[config.mk]
export PLATFORM = sky130hd
export DESIGN_NAME = alu_seq
export DESIGN_NICKNAME = d
export VERILOG_FILES = /design/src/rtl/alu_pkg.sv /design/src/rtl/alu_iter_core.sv /design/src/rtl/alu_seq.sv
export SDC_FILE = /design/constraint.sdc
export NUM_CORES = 1
export LEC_CHECK = 0
export BUFFER_PORTS_ARGS = -buffer_cell sky130_fd_sc_hd__buf_4
export CAP_MARGIN = 30
export CORE_MARGIN = 1.5
export CORE_UTILIZATION = 60
export CTS_BUF_LIST = sky130_fd_sc_hd__clkbuf_8
export CTS_CLUSTER_DIAMETER = 200
export DETAILED_ROUTE_END_ITERATION = 10
export GPL_TIMING_DRIVEN = 1
export HOLD_SLACK_MARGIN = 0.06
export PLACE_DENSITY_LB_ADDON = 0.1
export SYNTH_ARGS = -nofsm -noshare
export SYNTH_HDL_FRONTEND = slang
export SYNTH_SLANG_ARGS = --single-unit
[constraint.sdc]
create_clock -name clk -period 4.45 [get_ports clk]
set_clock_uncertainty 0.15 [all_clocks]
set_input_delay 0 -clock clk [delete_from_list [all_inputs] [get_ports clk]]
set_output_delay 0 -clock clk [all_outputs]
set_load 0.01 [all_outputs]
[src/rtl/alu_pkg.sv]
// rtl/alu_pkg.sv - shared opcode map, FSM states and helpers for alu_seq
package alu_pkg;

    typedef enum logic [3:0] {
        OP_ADD = 4'b0000,
        OP_SUB = 4'b0001,
        OP_AND = 4'b0010,
        OP_OR  = 4'b0011,
        OP_XOR = 4'b0100,
        OP_SHL = 4'b0101,
        OP_SHR = 4'b0110,
        OP_MUL = 4'b0111,
        OP_DIV = 4'b1000,
        OP_MOD = 4'b1001
    } alu_op_e;

    typedef enum logic [2:0] {
        ST_IDLE    = 3'd0,
        ST_EXEC_1C = 3'd1,
        ST_MUL_IT  = 3'd2,
        ST_DIV_IT  = 3'd3,
        ST_DONE    = 3'd4
    } alu_state_e;

    // Ops that go through the n-cycle iterative core
    function automatic logic is_iterative(alu_op_e o);
        return (o == OP_MUL) || (o == OP_DIV) || (o == OP_MOD);
    endfunction

endpackage

[src/rtl/alu_iter_core.sv]
// rtl/alu_iter_core.sv - shared shift-add multiplier / restoring divider, n iterations
module alu_iter_core #(
    parameter int n = 8
) (
    input  logic         clk,
    input  logic         rst_n,
    input  logic         start,
    input  logic         is_div,
    input  logic [n-1:0] a,
    input  logic [n-1:0] b,
    output logic         done,
    output logic [n-1:0] lo,
    output logic [n-1:0] hi
);

    localparam int CW = (n > 1) ? $clog2(n) : 1;

    logic [CW-1:0] cnt;
    logic          busy;
    logic          div_q;
    logic [n-1:0]  acc;      // partial product high half / running remainder
    logic [n-1:0]  sr;       // multiplier bits shifting out / quotient bits shifting in
    logic [n-1:0]  bb;       // multiplicand / divisor
    logic [n:0]    add_sum;
    logic [n:0]    shifted;
    logic [n:0]    trial;

    // One step of each algorithm; only the one selected by div_q is committed
    always_comb begin
        add_sum = {1'b0, acc} + (sr[0] ? {1'b0, bb} : {(n+1){1'b0}});
        shifted = {acc, sr[n-1]};
        trial   = shifted - {1'b0, bb};
    end

    // Iteration registers; start reloads even if a previous run left done set
    always_ff @(posedge clk) begin
        if (!rst_n) begin
            cnt   <= '0;
            busy  <= 1'b0;
            done  <= 1'b0;
            div_q <= 1'b0;
            acc   <= '0;
            sr    <= '0;
            bb    <= '0;
        end else if (start) begin
            cnt   <= '0;
            busy  <= 1'b1;
            done  <= 1'b0;
            div_q <= is_div;
            acc   <= '0;
            sr    <= a;
            bb    <= b;
        end else if (busy) begin
            if (div_q) begin
                // Trial subtraction is non-negative exactly when bit n is clear
                if (!trial[n]) begin
                    acc <= trial[n-1:0];
                    sr  <= {sr[n-2:0], 1'b1};
                end else begin
                    acc <= shifted[n-1:0];
                    sr  <= {sr[n-2:0], 1'b0};
                end
            end else begin
                {acc, sr} <= {add_sum, sr[n-1:1]};
            end
            if (cnt == CW'(n - 1)) begin
                busy <= 1'b0;
                done <= 1'b1;
            end else begin
                cnt <= cnt + 1'b1;
            end
        end
    end

    assign lo = sr;
    assign hi = acc;

endmodule

[src/rtl/alu_seq.sv]
// rtl/alu_seq.sv - handshaked multi-cycle ALU with iterative MUL/DIV and error flag
module alu_seq
    import alu_pkg::*;
#(
    parameter int n = 8
) (
    input  logic         clk,
    input  logic         rst_n,
    input  logic         in_valid,
    output logic         in_ready,
    input  logic [3:0]   op,
    input  logic [n-1:0] num1,
    input  logic [n-1:0] num2,
    output logic         out_valid,
    input  logic         out_ready,
    output logic [n-1:0] result,
    output logic [n-1:0] result_hi,
    output logic         Z,
    output logic         N,
    output logic         V,
    output logic         C,
    output logic         err
);

    localparam logic [n-1:0] SH_LIM = n[n-1:0];

    alu_state_e   state, state_nx;
    alu_op_e      op_in;
    alu_op_e      op_q;
    logic [n-1:0] a_q, b_q;
    logic         accept;
    logic         div_zero_in;
    logic         iter_start;
    logic         iter_done;
    logic [n-1:0] iter_lo, iter_hi;

    logic [n-1:0] res_d, hi_d;
    logic         v_d, c_d, err_d;
    logic [n:0]   sum_w, diff_w;

    assign op_in       = alu_op_e'(op);
    assign in_ready    = (state == ST_IDLE);
    assign accept      = in_valid && in_ready;
    assign div_zero_in = ((op_in == OP_DIV) || (op_in == OP_MOD)) && (num2 == '0);
    assign iter_start  = accept && is_iterative(op_in) && !div_zero_in;

    alu_iter_core #(.n(n)) u_iter (
        .clk    (clk),
        .rst_n  (rst_n),
        .start  (iter_start),
        .is_div (op_in != OP_MUL),
        .a      (num1),
        .b      (num2),
        .done   (iter_done),
        .lo     (iter_lo),
        .hi     (iter_hi)
    );

    // Next-state logic
    always_comb begin
        state_nx = state;
        case (state)
            ST_IDLE: begin
                if (accept) begin
                    if (!iter_start)
                        state_nx = ST_EXEC_1C;
                    else if (op_in == OP_MUL)
                        state_nx = ST_MUL_IT;
                    else
                        state_nx = ST_DIV_IT;
                end
            end
            ST_EXEC_1C: state_nx = ST_DONE;
            ST_MUL_IT:  if (iter_done) state_nx = ST_DONE;
            ST_DIV_IT:  if (iter_done) state_nx = ST_DONE;
            ST_DONE:    if (out_ready) state_nx = ST_IDLE;
            default:    state_nx = ST_IDLE;
        endcase
    end

    // Result and carry/overflow/error for whichever op is finishing this cycle
    always_comb begin
        res_d  = '0;
        hi_d   = '0;
        v_d    = 1'b0;
        c_d    = 1'b0;
        err_d  = 1'b0;
        sum_w  = {1'b0, a_q} + {1'b0, b_q};
        diff_w = {1'b0, a_q} - {1'b0, b_q};
        case (state)
            ST_EXEC_1C: begin
                case (op_q)
                    OP_ADD: begin
                        res_d = sum_w[n-1:0];
                        c_d   = sum_w[n];
                        v_d   = (a_q[n-1] == b_q[n-1]) && (sum_w[n-1] != a_q[n-1]);
                    end
                    OP_SUB: begin
                        res_d = diff_w[n-1:0];
                        c_d   = diff_w[n];
                        v_d   = (a_q[n-1] != b_q[n-1]) && (diff_w[n-1] != a_q[n-1]);
                    end
                    OP_AND: res_d = a_q & b_q;
                    OP_OR:  res_d = a_q | b_q;
                    OP_XOR: res_d = a_q ^ b_q;
                    OP_SHL: res_d = (b_q >= SH_LIM) ? '0 : (a_q << b_q);
                    OP_SHR: res_d = (b_q >= SH_LIM) ? '0 : (a_q >> b_q);
                    // Only divide-by-zero reaches here for DIV/MOD
                    default: err_d = 1'b1;
                endcase
            end
            ST_MUL_IT: begin
                res_d = iter_lo;
                hi_d  = iter_hi;
                c_d   = (iter_hi != '0);
                v_d   = (iter_hi != '0);
            end
            ST_DIV_IT: begin
                if (op_q == OP_MOD) begin
                    res_d = iter_hi;
                    hi_d  = iter_lo;
                end else begin
                    res_d = iter_lo;
                    hi_d  = iter_hi;
                end
            end
            default: ;
        endcase
    end

    // State, operand latches and registered outputs
    always_ff @(posedge clk) begin
        if (!rst_n) begin
            state     <= ST_IDLE;
            op_q      <= OP_ADD;
            a_q       <= '0;
            b_q       <= '0;
            out_valid <= 1'b0;
            result    <= '0;
            result_hi <= '0;
            Z         <= 1'b0;
            N         <= 1'b0;
            V         <= 1'b0;
            C         <= 1'b0;
            err       <= 1'b0;
        end else begin
            state     <= state_nx;
            out_valid <= (state_nx == ST_DONE);
            if (accept) begin
                op_q <= op_in;
                a_q  <= num1;
                b_q  <= num2;
            end
            if ((state_nx == ST_DONE) && (state != ST_DONE)) begin
                result    <= res_d;
                result_hi <= hi_d;
                Z         <= (res_d == '0);
                N         <= res_d[n-1];
                V         <= v_d;
                C         <= c_d;
                err       <= err_d;
            end
        end
    end

endmodule

Word level (Yosys, flattened, before mapping). Cells that the tools add are included.

$lt $le $gt $ge: 1. Bitwise logic cells: 5. Reduce and logical (&&, ||, !) cells: 22. Multiplexer cells: 29. Equality and inequality tests: 22. Add/subtract/negate cells: 5. Shift operators: 2.

Operators with widths (count): 8-bit 2-to-1 mux (10); 8-bit case mux with 7 select lines (1); 8-bit case mux with 3 select lines (1); 4-bit by 3-bit equality test with 1-bit output (second input constant) (4); 8-bit logical NOT (2); 8-bit case mux with 2 select lines (1); 4-bit equality test (second input constant) (3); 3-bit case mux with 4 select lines (1); 8-bit by 8-bit adder with 9-bit output (1); 8-bit by 9-bit adder with 9-bit output (1); 3-bit equality test (second input constant) (3); 3-bit 2-to-1 mux (3); 8-bit by 8-bit subtractor with 9-bit output (1); 9-bit by 8-bit subtractor with 9-bit output (1); 8-bit bitwise AND (1); 4-bit by 2-bit equality test with 1-bit output (second input constant) (2); 8-bit by 4-bit >= comparator with 1-bit output (second input constant) (1); 8-bit OR (1); 1-bit case mux with 2 select lines (4); 8-bit nonzero test (1); 8-bit by 8-bit << shifter with 8-bit output (1); 8-bit by 8-bit right shift with 8-bit output (1); 8-bit XOR (1); 1-bit logical AND (7); 19 further kinds (33).

Word-level logic and storage cells: 105. Register bits: 75. Input bits: 24. Output and inout port bits: 23.

Longest topological paths before layout. Gate-level depths: netlist of the first run.

Depth in word-level cells: 10. Depth in mapped cells: 13. Gate-level depth less buffers: 12.

Cells and area by module. Synthesis of the first run repeated with hierarchy kept, for this count alone.

Cell total of the unflattened synthesis: 784. Area total of the unflattened synthesis: 6312.3 µm².

Modules (own cells, without submodules): alu_seq (seq. area each 880.8 µm², area an instance 4066.4 µm², times used 1, cells an instance 521); alu_iter_core (seq. area each 600.6 µm², area an instance 2245.9 µm², times used 1, cells an instance 263).

Least setup slack after synthesis of the first run. Ideal clock, no wire load.

Path kind: flip-flop to flip-flop. From: reg b_q[1]. To: reg Z. Arrival time: 2611 ps. Slack: 1593 ps. Stages on the path, launching flop included: 13. Data required time: 4204 ps. Path through: dfxtp_1 > buf_6 > buf_2 > inv_1 > ha_1 > a21oi_1 > o211ai_1 > o41ai_2 > xor2_1 > nor3_1 > a211oi_1 > o31ai_1 > o41ai_2.

Word-level cells in the longest chain between the ends: 5. Elaborated cells between the ends (all ways): 13. Those cells by class: add/sub: 2; order compare: 1; shift: 2; mux: 4; bitwise: 3; reduce/logical: 1.

RTL lines: start, declared (line alu_seq.sv:30) `logic [n-1:0] a_q, b_q;`; start signal, assigned (line alu_seq.sv:152) `b_q <= num2;`; 8-bit by 4-bit >= comparator with 1-bit output (tied with other cells) (line alu_seq.sv:106, alu_seq.sv:107); 8-bit 2-to-1 mux (on tied branches) (line alu_seq.sv:107, alu_seq.sv:106); 8-bit case mux with 7 select lines * (line alu_seq.sv:92) `case (op_q)`; 8-bit case mux with 3 select lines * (line alu_seq.sv:90) `case (state)`; 8-bit logical NOT * (line alu_seq.sv:157) `Z <= (res_d == '0);`; end signal, assigned (line alu_seq.sv:157); end, declared (line alu_seq.sv:18) `output logic Z,`.

Every way passes the cells marked *; elsewhere a longest branch is shown, timed or not. A chain may end at the register's enable or synchronous reset.

Worst setup path after layout of the first run.
From: reg b_q[0]. To: reg Z.

Same word-level chain as after synthesis.

==> key figures, run 1 <==
Run status
  – Outcome: finished, final reports clean

Critical path
  – Worst Path Arrival: 3.48 ns
  – Worst-path fanout max: 22
  – Setup slack, reg-to-reg: roughly 1.1 ns
  – Setup crit end kind: flip-flop
  – CP top delay family: flip-flops
  – Critical-path cell list: ha_1, inv_1, fa_1, mux4_2, o32a_1, o221ai_1, a31o_2, nor3_1, nand4_1, o41ai_2
  – Crit path launch type: flip-flop
  – Type of the worst setup path: reg2reg
  – Slowest-stage cell, CP: dfxtp_1
  – Data required time at the worst endpoint: 4.56 ns
  – CP max stage delay: 0.87 ns
  – Count of buffer and inverter cells on the critical path: 1

Timing
  – Sum Neg Setup Slack: 0 ns
  – Max Freq: 0.297 GHz
  – Hold Fails Final Rpt: 0
  – RSZ-0062 raised after global routing: false
  – Worst-Margin Slew: 1.05 ns
  – Setup WS post-layout: 1.08 ns
  – Final min period: 3.37 ns
  – Max Transition Viols Final: 0
  – Crit share post-route: approximately 76%
  – Final setup violation count: 0
  – Slew headroom: 30.1%

Clock network
  – Htree depth: 3
  – Hold_buf cts: 26
  – Post-CTS sizing: 0
  – Cts bufs inserted: 9
  – Setup repair bufs after CTS: 0
  – CTS Sinks: 74
  – Worst-Skew Late Latency: 0.36 ns
  – Bufs on Longest Clock Path: 2
  – Clock root cell: clkbuf_8
  – Clk slew on worst S/H paths: around 0.080 ns
  – TritonCTS clock tree: yes

Synthesis
  – Seq/Total Area, Yosys: 24.8%
  – Dominant synthesized flop cell: dfxtp_1
  – Top-area cell type share of the netlist area: 24.8%
  – Async set-reset flop share out of synthesis: 0%
  – Syn nets: 812
  – Area contributors post-synth: dfxtp_1, ha_1, mux2i_1
  – FF+latch count, synth: 74
  – Post-synth EDFFs: 0
  – Syn_area_per_cell: 8.07 um2
  – Synth area leader: dfxtp_1
  – Cells after synthesis: 741
  – Synth warn: 0
  – Mapped Area: 5980 um2
  – Yosys cell types: 68

Floorplanning
  – Die Ht: between 100 and 150 um
  – Die ar.: 10600 um2
  – Io pins: 47
  – Die W: 103 um
  – Initial Utilization: 61.4%
  – Core area: between 9000 and 10000 um2
  – Std-Cell Rows: 36

Global route
  – Vias in the first global route: between 5000 and 6000
  – Total GRT Usage: around 34%
  – Largest net degree at the start of global routing: 65
  – First-pass GRT wire length: 27.4 mm
  – Total gr overflow: 0
  – Initial antenna violation count: 0

Drt
  – Via density: ~6.2
  – Via count: 5770
  – Initial detailed-routing violation count: 526
  – DRT Wirelength: 17.8 mm
  – Final ANT Viol Nets: 0
  – DRC: 0
  – Post-detailed-route wirelength per cell: 19.3 um
  – 1st-pass router iterations: 5

Cells and area
  – Area of the multi-input gates: about 4000 um2
  – FF+latch area: roughly 1500 um2
  – Area grow syn2layout: 14.2%
  – Antenna diodes: 0
  – Finished Layout Cells: 924
  – Fin nets: 857
  – Fillers: 819
  – Layout cell share with drive strength beyond 1: 12.0%

Pwr
  – Leak Pwr: 2.74 nW
  – Total power: 1.90 mW
  – PwrDens: around 280 nW/um2
  – Maximum vdd drop: 0.000264 V

Placed design
  – Port bufs: 46
  – Placed instance count: 882
  – Pre-CTS WS: between 1 and 1.5 ns
  – HPWL after detailed placement: 13.1 mm
  – Gpl congestion: 0.985

Worst hold path
  – Min-Delay Path Class: in2reg

Job
  – Maxcap violations: 0
## registers in the layout, summed over array words and instances (netlist names)
name,cells
u_iter.hi,8
a_q,8
op_q,4
state,3
result,8
V,1
result_hi,8
u_iter.div_q,1
u_iter.lo,8
err,1
u_iter.bb,8
Z,1
C,1
u_iter.cnt,3
u_iter.busy,1
u_iter.done,1
b_q,8
out_valid,1
## placed cells by master (no fill, tap or decap), types with 5 or more instances in the layout
cell type / netlist / routed
a211oi_1: 5 / 5
a21boi_0: 22 / 22
a21o_1: 5 / 5
a21oi_1: 35 / 35
a22oi_1: 7 / 7
a31oi_1: 5 / 5
and2_1: 17 / 17
buf_4: 1 / 55
clkbuf_8: 0 / 10
dfxtp_1: 74 / 74
dlygate4sd3_1: 0 / 26
ha_1: 43 / 43
inv_1: 41 / 42
mux2i_1: 49 / 49
mux4_2: 5 / 5
nand2_1: 87 / 87
nand2b_1: 12 / 12
nand3_1: 14 / 14
nand4_1: 5 / 5
nor2_1: 57 / 56
nor2b_1: 30 / 30
nor3_1: 15 / 15
nor4_1: 9 / 9
o211ai_1: 8 / 8
o21a_1: 8 / 8
o21ai_0: 36 / 36
o22ai_1: 8 / 8
xnor2_1: 11 / 11
xor2_1: 6 / 6
## routing by layer
metal	routed length [um]	vias to the layer above	GRT usage, %	share of wire (%)
li1	-	2732	-	-
met3	1690	40	5.97	9.4
met1	7760	2702	48.7	43
met4	473	0	13.1	2.7
met5	0	-	0	0
met2	7920	296	52.3	44
## logic make-up (layout without fill, tap and decap cells)
logic type               count (synthesis)  in the layout  synth area share, %
AND/OR/NAND/NOR                        262            262                 21.4
XOR/XNOR                                18             18                 2.76
AO/OA/AOI/OAI                          189            189                 22.1
multiplexers                            61             61                 12.2
buffers and inverters                   90            140                 6.45
adder cells (fa/ha/maj)                 47             47                 10.3
flip-flops                              74             74                 24.8
## worst reg2reg max path, delay by kind of cell (launching register included)
family | cells | cell delay [ns]
compound gates | 4 | 0.86
simple gates | 2 | 0.31
buf+inv | 1 | 0.06
flops | 1 | 0.87
fa+ha+maj | 2 | 0.81
mux | 1 | 0.23
## stage by stage
stage               util [%]  instance area [um2]  hold slack [ns]
floorplan                  -                 5980         -0.00509
global placement        65.0                 6330            0.119
detailed placement      65.1                 6340            0.126
CTS                     70.1                 6820            0.299
global route            70.1                 6820            0.347
finish                  70.1                 6820            0.328
## cell usage after synthesis (9+ instances only)
library cell  number
nor3_1            15
mux2i_1           49
xnor2_1           11
nor4_1             9
dfxtp_1           74
nand3_1           14
nor2b_1           30
ha_1              43
nand2b_1          12
a21oi_1           35
a21boi_0          22
nand2_1           87
clkbuf_1          26
and2_1            17
buf_2             17
nor2_1            57
inv_1             41
o21ai_0           36
## worst paths after layout
| path | startpoint | endpoint | depth (start not counted) |
|---|---|---|---|
| hold reg to reg | result[3] | result[3] | 1 |
| setup / recovery | b_q[0] | Z | 10 |
| setup reg to reg | b_q[0] | Z | 10 |
| hold / removal | num2[5] | b_q[5] | 4 |
## report_power, final
group	internal (mW)	switching [mW]
Combinational	0.236	0.310
Sequential	0.697	0.0671
Clock	0.333	0.259
## area by class of cell
cell class	instances	share of cell area, %
Multi-Input combinational cell	577	60.3
Sequential cell	74	21.7
Tap cell	133	2.44
Inverter	41	2.26
Clock buffer	10	2.02
Timing Repair Buffer	83	9.99
Clock inverter	6	1.32
Power figures use the tool's default switching activity.
==> run 2, diff against run 1 <==
--- a/config.mk
+++ b/config.mk
@@ -8,7 +8,7 @@
 export BUFFER_PORTS_ARGS = -buffer_cell sky130_fd_sc_hd__buf_4
 export CAP_MARGIN = 30
 export CORE_MARGIN = 1.5
-export CORE_UTILIZATION = 60
+export CORE_UTILIZATION = 57
 export CTS_BUF_LIST = sky130_fd_sc_hd__clkbuf_8
 export CTS_CLUSTER_DIAMETER = 200
 export DETAILED_ROUTE_END_ITERATION = 10
==> constraint.sdc (replaced) <==
create_clock -name clk -period 2.7 [get_ports clk]
set_clock_uncertainty 0.15 [all_clocks]
set_input_delay 0 -clock clk [delete_from_list [all_inputs] [get_ports clk]]
set_output_delay 0 -clock clk [all_outputs]
set_load 0.01 [all_outputs]
==> key figures, run 2 (synthesis gave the netlist of run 1 again) <==
Global route
  – First-pass GRT wire length: 29.0 mm (+6.0%)
  – Largest net degree at the start of global routing: 35 (-46%)
  – Total GRT Usage: 32.7% (-1.7 points)
  – Vias in the first global route: 5804 (+12%)
  – Initial antenna violation count: 1 (+1)
  – Total gr overflow: 0 (unchanged)

Timing
  – Final setup violation count: 1 (+1)
  – Max Transition Viols Final: 0 (unchanged)
  – Setup WS post-layout: -0.0319 ns (-1.11 ns)
  – RSZ-0062 raised after global routing: true
  – Min Hold Slack: 0.315 ns (-0.0132 ns)
  – Hold Fails Final Rpt: 0 (unchanged)
  – Final min period: 2.73 ns (-0.637 ns)
  – Worst-Margin Slew: 0.630 ns (-0.417 ns)
  – Slew headroom: 57.6% (+27 points)
  – Max Freq: 0.366 GHz (+23%)
  – Crit share post-route: 101% (+25 points)

Drt
  – Initial detailed-routing violation count: 570 (+8.4%)
  – DRT Wirelength: 18.4 mm (+3.0%)
  – Post-detailed-route wirelength per cell: 18.5 um (-4.4%)
  – Final ANT Viol Nets: 0 (unchanged)
  – DRC: 0 (unchanged)
  – Via density: 6.16 (-1.4%)
  – Via count: 6127 (+6.2%)
  – 1st-pass router iterations: 5 (unchanged)

Critical path
  – Worst Path Arrival: 2.85 ns (-0.63 ns)
  – Crit path launch type: flip-flop
  – Setup crit end kind: flip-flop
  – Worst-path fanout max: 7 (-68%)
  – CP startpoint: a_q[1]
  – Setup slack, reg-to-reg: -0.03 ns (-1.11 ns)
  – Worst R2R Start: a_q[1]
  – Data required time at the worst endpoint: 2.82 ns (-1.74 ns)
  – Worst reg2reg path endpoint: Z
  – Type of the worst setup path: reg2reg
  – Worst reg2reg path depth: 10 (unchanged)

Floorplanning
  – Core area: 10200 um2 (+5.2%)
  – Die W: 105 um (+2.5%)
  – Initial Utilization: 58.4% (-3.0 points)
  – Io pins: 47 (unchanged)
  – Std-Cell Rows: 37 (+2.8%)
  – Die Ht: 105 um (+2.5%)
  – Die ar.: 11100 um2 (+5.1%)

Clock network
  – Worst-Skew Late Latency: 0.37 ns (about the same)
  – Htree depth: 3 (unchanged)
  – Clock root cell: clkbuf_8
  – CTS Sinks: 74 (unchanged)
  – TritonCTS clock tree: yes
  – Clk slew on worst S/H paths: 0.10 ns (+0.02 ns)
  – Bufs on Longest Clock Path: 2 (unchanged)
  – Cts bufs inserted: 9 (unchanged)

Cells and area
  – Area grow syn2layout: 24.8%
  – Antenna diodes: 0 (unchanged)
  – Fin nets: 925 (+7.9%)
  – Commonest non-fill, non-tap cell in the layout: buf_4
  – Final Instance Area: 7460 um2 (+9.3%)
  – FF+latch area: 1490 um2 (+0.76%)
  – Fillers: 790 (-3.5%)
  – Finished Layout Cells: 995 (+7.7%)
  – Layout cell share with drive strength beyond 1: 23.5% (+12 points)
  – Commonest cells after routing, fill and taps aside: buf_4, nand2_1, dfxtp_1
  – Area of the multi-input gates: 4260 um2 (+3.5%)

Placed design
  – DP Area: 6840 um2 (+8.0%)
  – Gpl congestion: 1.01 (+2.2%)
  – Port bufs: 46 (unchanged)
  – HPWL after detailed placement: 13.6 mm (+3.8%)
  – Placed instance count: 948 (+7.5%)

Worst hold path
  – Hold Path Depth: 4 (unchanged)
  – Hold Path End: u_iter.bb[7]
  – Worst Hold Launch: num2[7]
  – Min-Delay Path Class: in2reg

Pwr
  – Leak Pwr: 3.09 nW (+13%)
  – PwrDens: 429 nW/um2 (+54%)
  – Maximum vdd drop: 0.000308 V (+17%)

Run status
  – Failing checks: setup timing
  – Outcome: finished with violations

Job
  – Maxcap violations: 0 (unchanged)
[run 2: worst max-delay path: stages (launching register included)]
cell and delay, ns:
dfxtp_1 0.34, buf_4 0.17, ha_1 0.23, a21oi_2 0.15
o211ai_1 0.23, o41ai_2 0.44, xor2_1 0.21, nor3_1 0.09
a211oi_2 0.18, o31ai_2 0.12, o41ai_2 0.33
[run 2: cell type report]
cell class,instances,area share [%]
clock buffer,9,1.66
multi-input combinational,577,57.1
timing repair buffer,151,16.1
sequential,74,20.0
clock inverter,7,0.771
tap,136,2.28
inverter,41,2.13
[run 2: repair_timing]
item | CTS | global route
endpoints found under the setup margin | 10 | 16
buffers inserted | 1 | 6
pin swaps | 4 | 17
hold endpoints to repair | 62 | 0
gates cloned | 0 | 0
hold buffers | 24 | 0
resized for setup | 6 | 36
[run 2: where the power goes]
| group | total [mW] | switching [mW] | internal, mW | leakage, nW |
|---|---|---|---|---|
| Sequential | 1.21 | 0.0620 | 1.15 | 0.605 |
| Clock | 0.851 | 0.502 | 0.348 | 0.0886 |
| Combinational | 1.14 | 0.610 | 0.531 | 2.40 |
[run 2: worst max-delay path by stage]
stage	endpoint	slack (ns)	cells after the start
after floorplan	u_iter.hi[4]	-0.03	11
after global placement	Z	-0.009	11
after detailed placement	Z	-0.12	11
after CTS	Z	-0.04	10
after global routing	Z	-0.11	10
final	Z	-0.03	10
[run 2: metal layers]
layer	wire length, um	GRT usage (%)	share of wire, %	vias to the layer above
li1	-	-	-	2875
met3	1600	5.13	8.7	53
met5	0	0	0	-
met1	7700	43.9	42	2886
met4	491	10.7	2.7	0
met2	8580	53.5	47	313
[run 2: metrics by stage]
step	util (%)	TNS, ns	worst slack (ns)	power, mW
global route	72.9	-0.357	-0.114	3.34
floorplan	-	-0.0598	-0.0299	1.88
finish	72.9	-0.0319	-0.0319	3.20
CTS	71.2	-0.0394	-0.0394	3.12
global placement	66.9	-0.00856	-0.00856	2.20
detailed placement	66.9	-0.396	-0.116	2.24
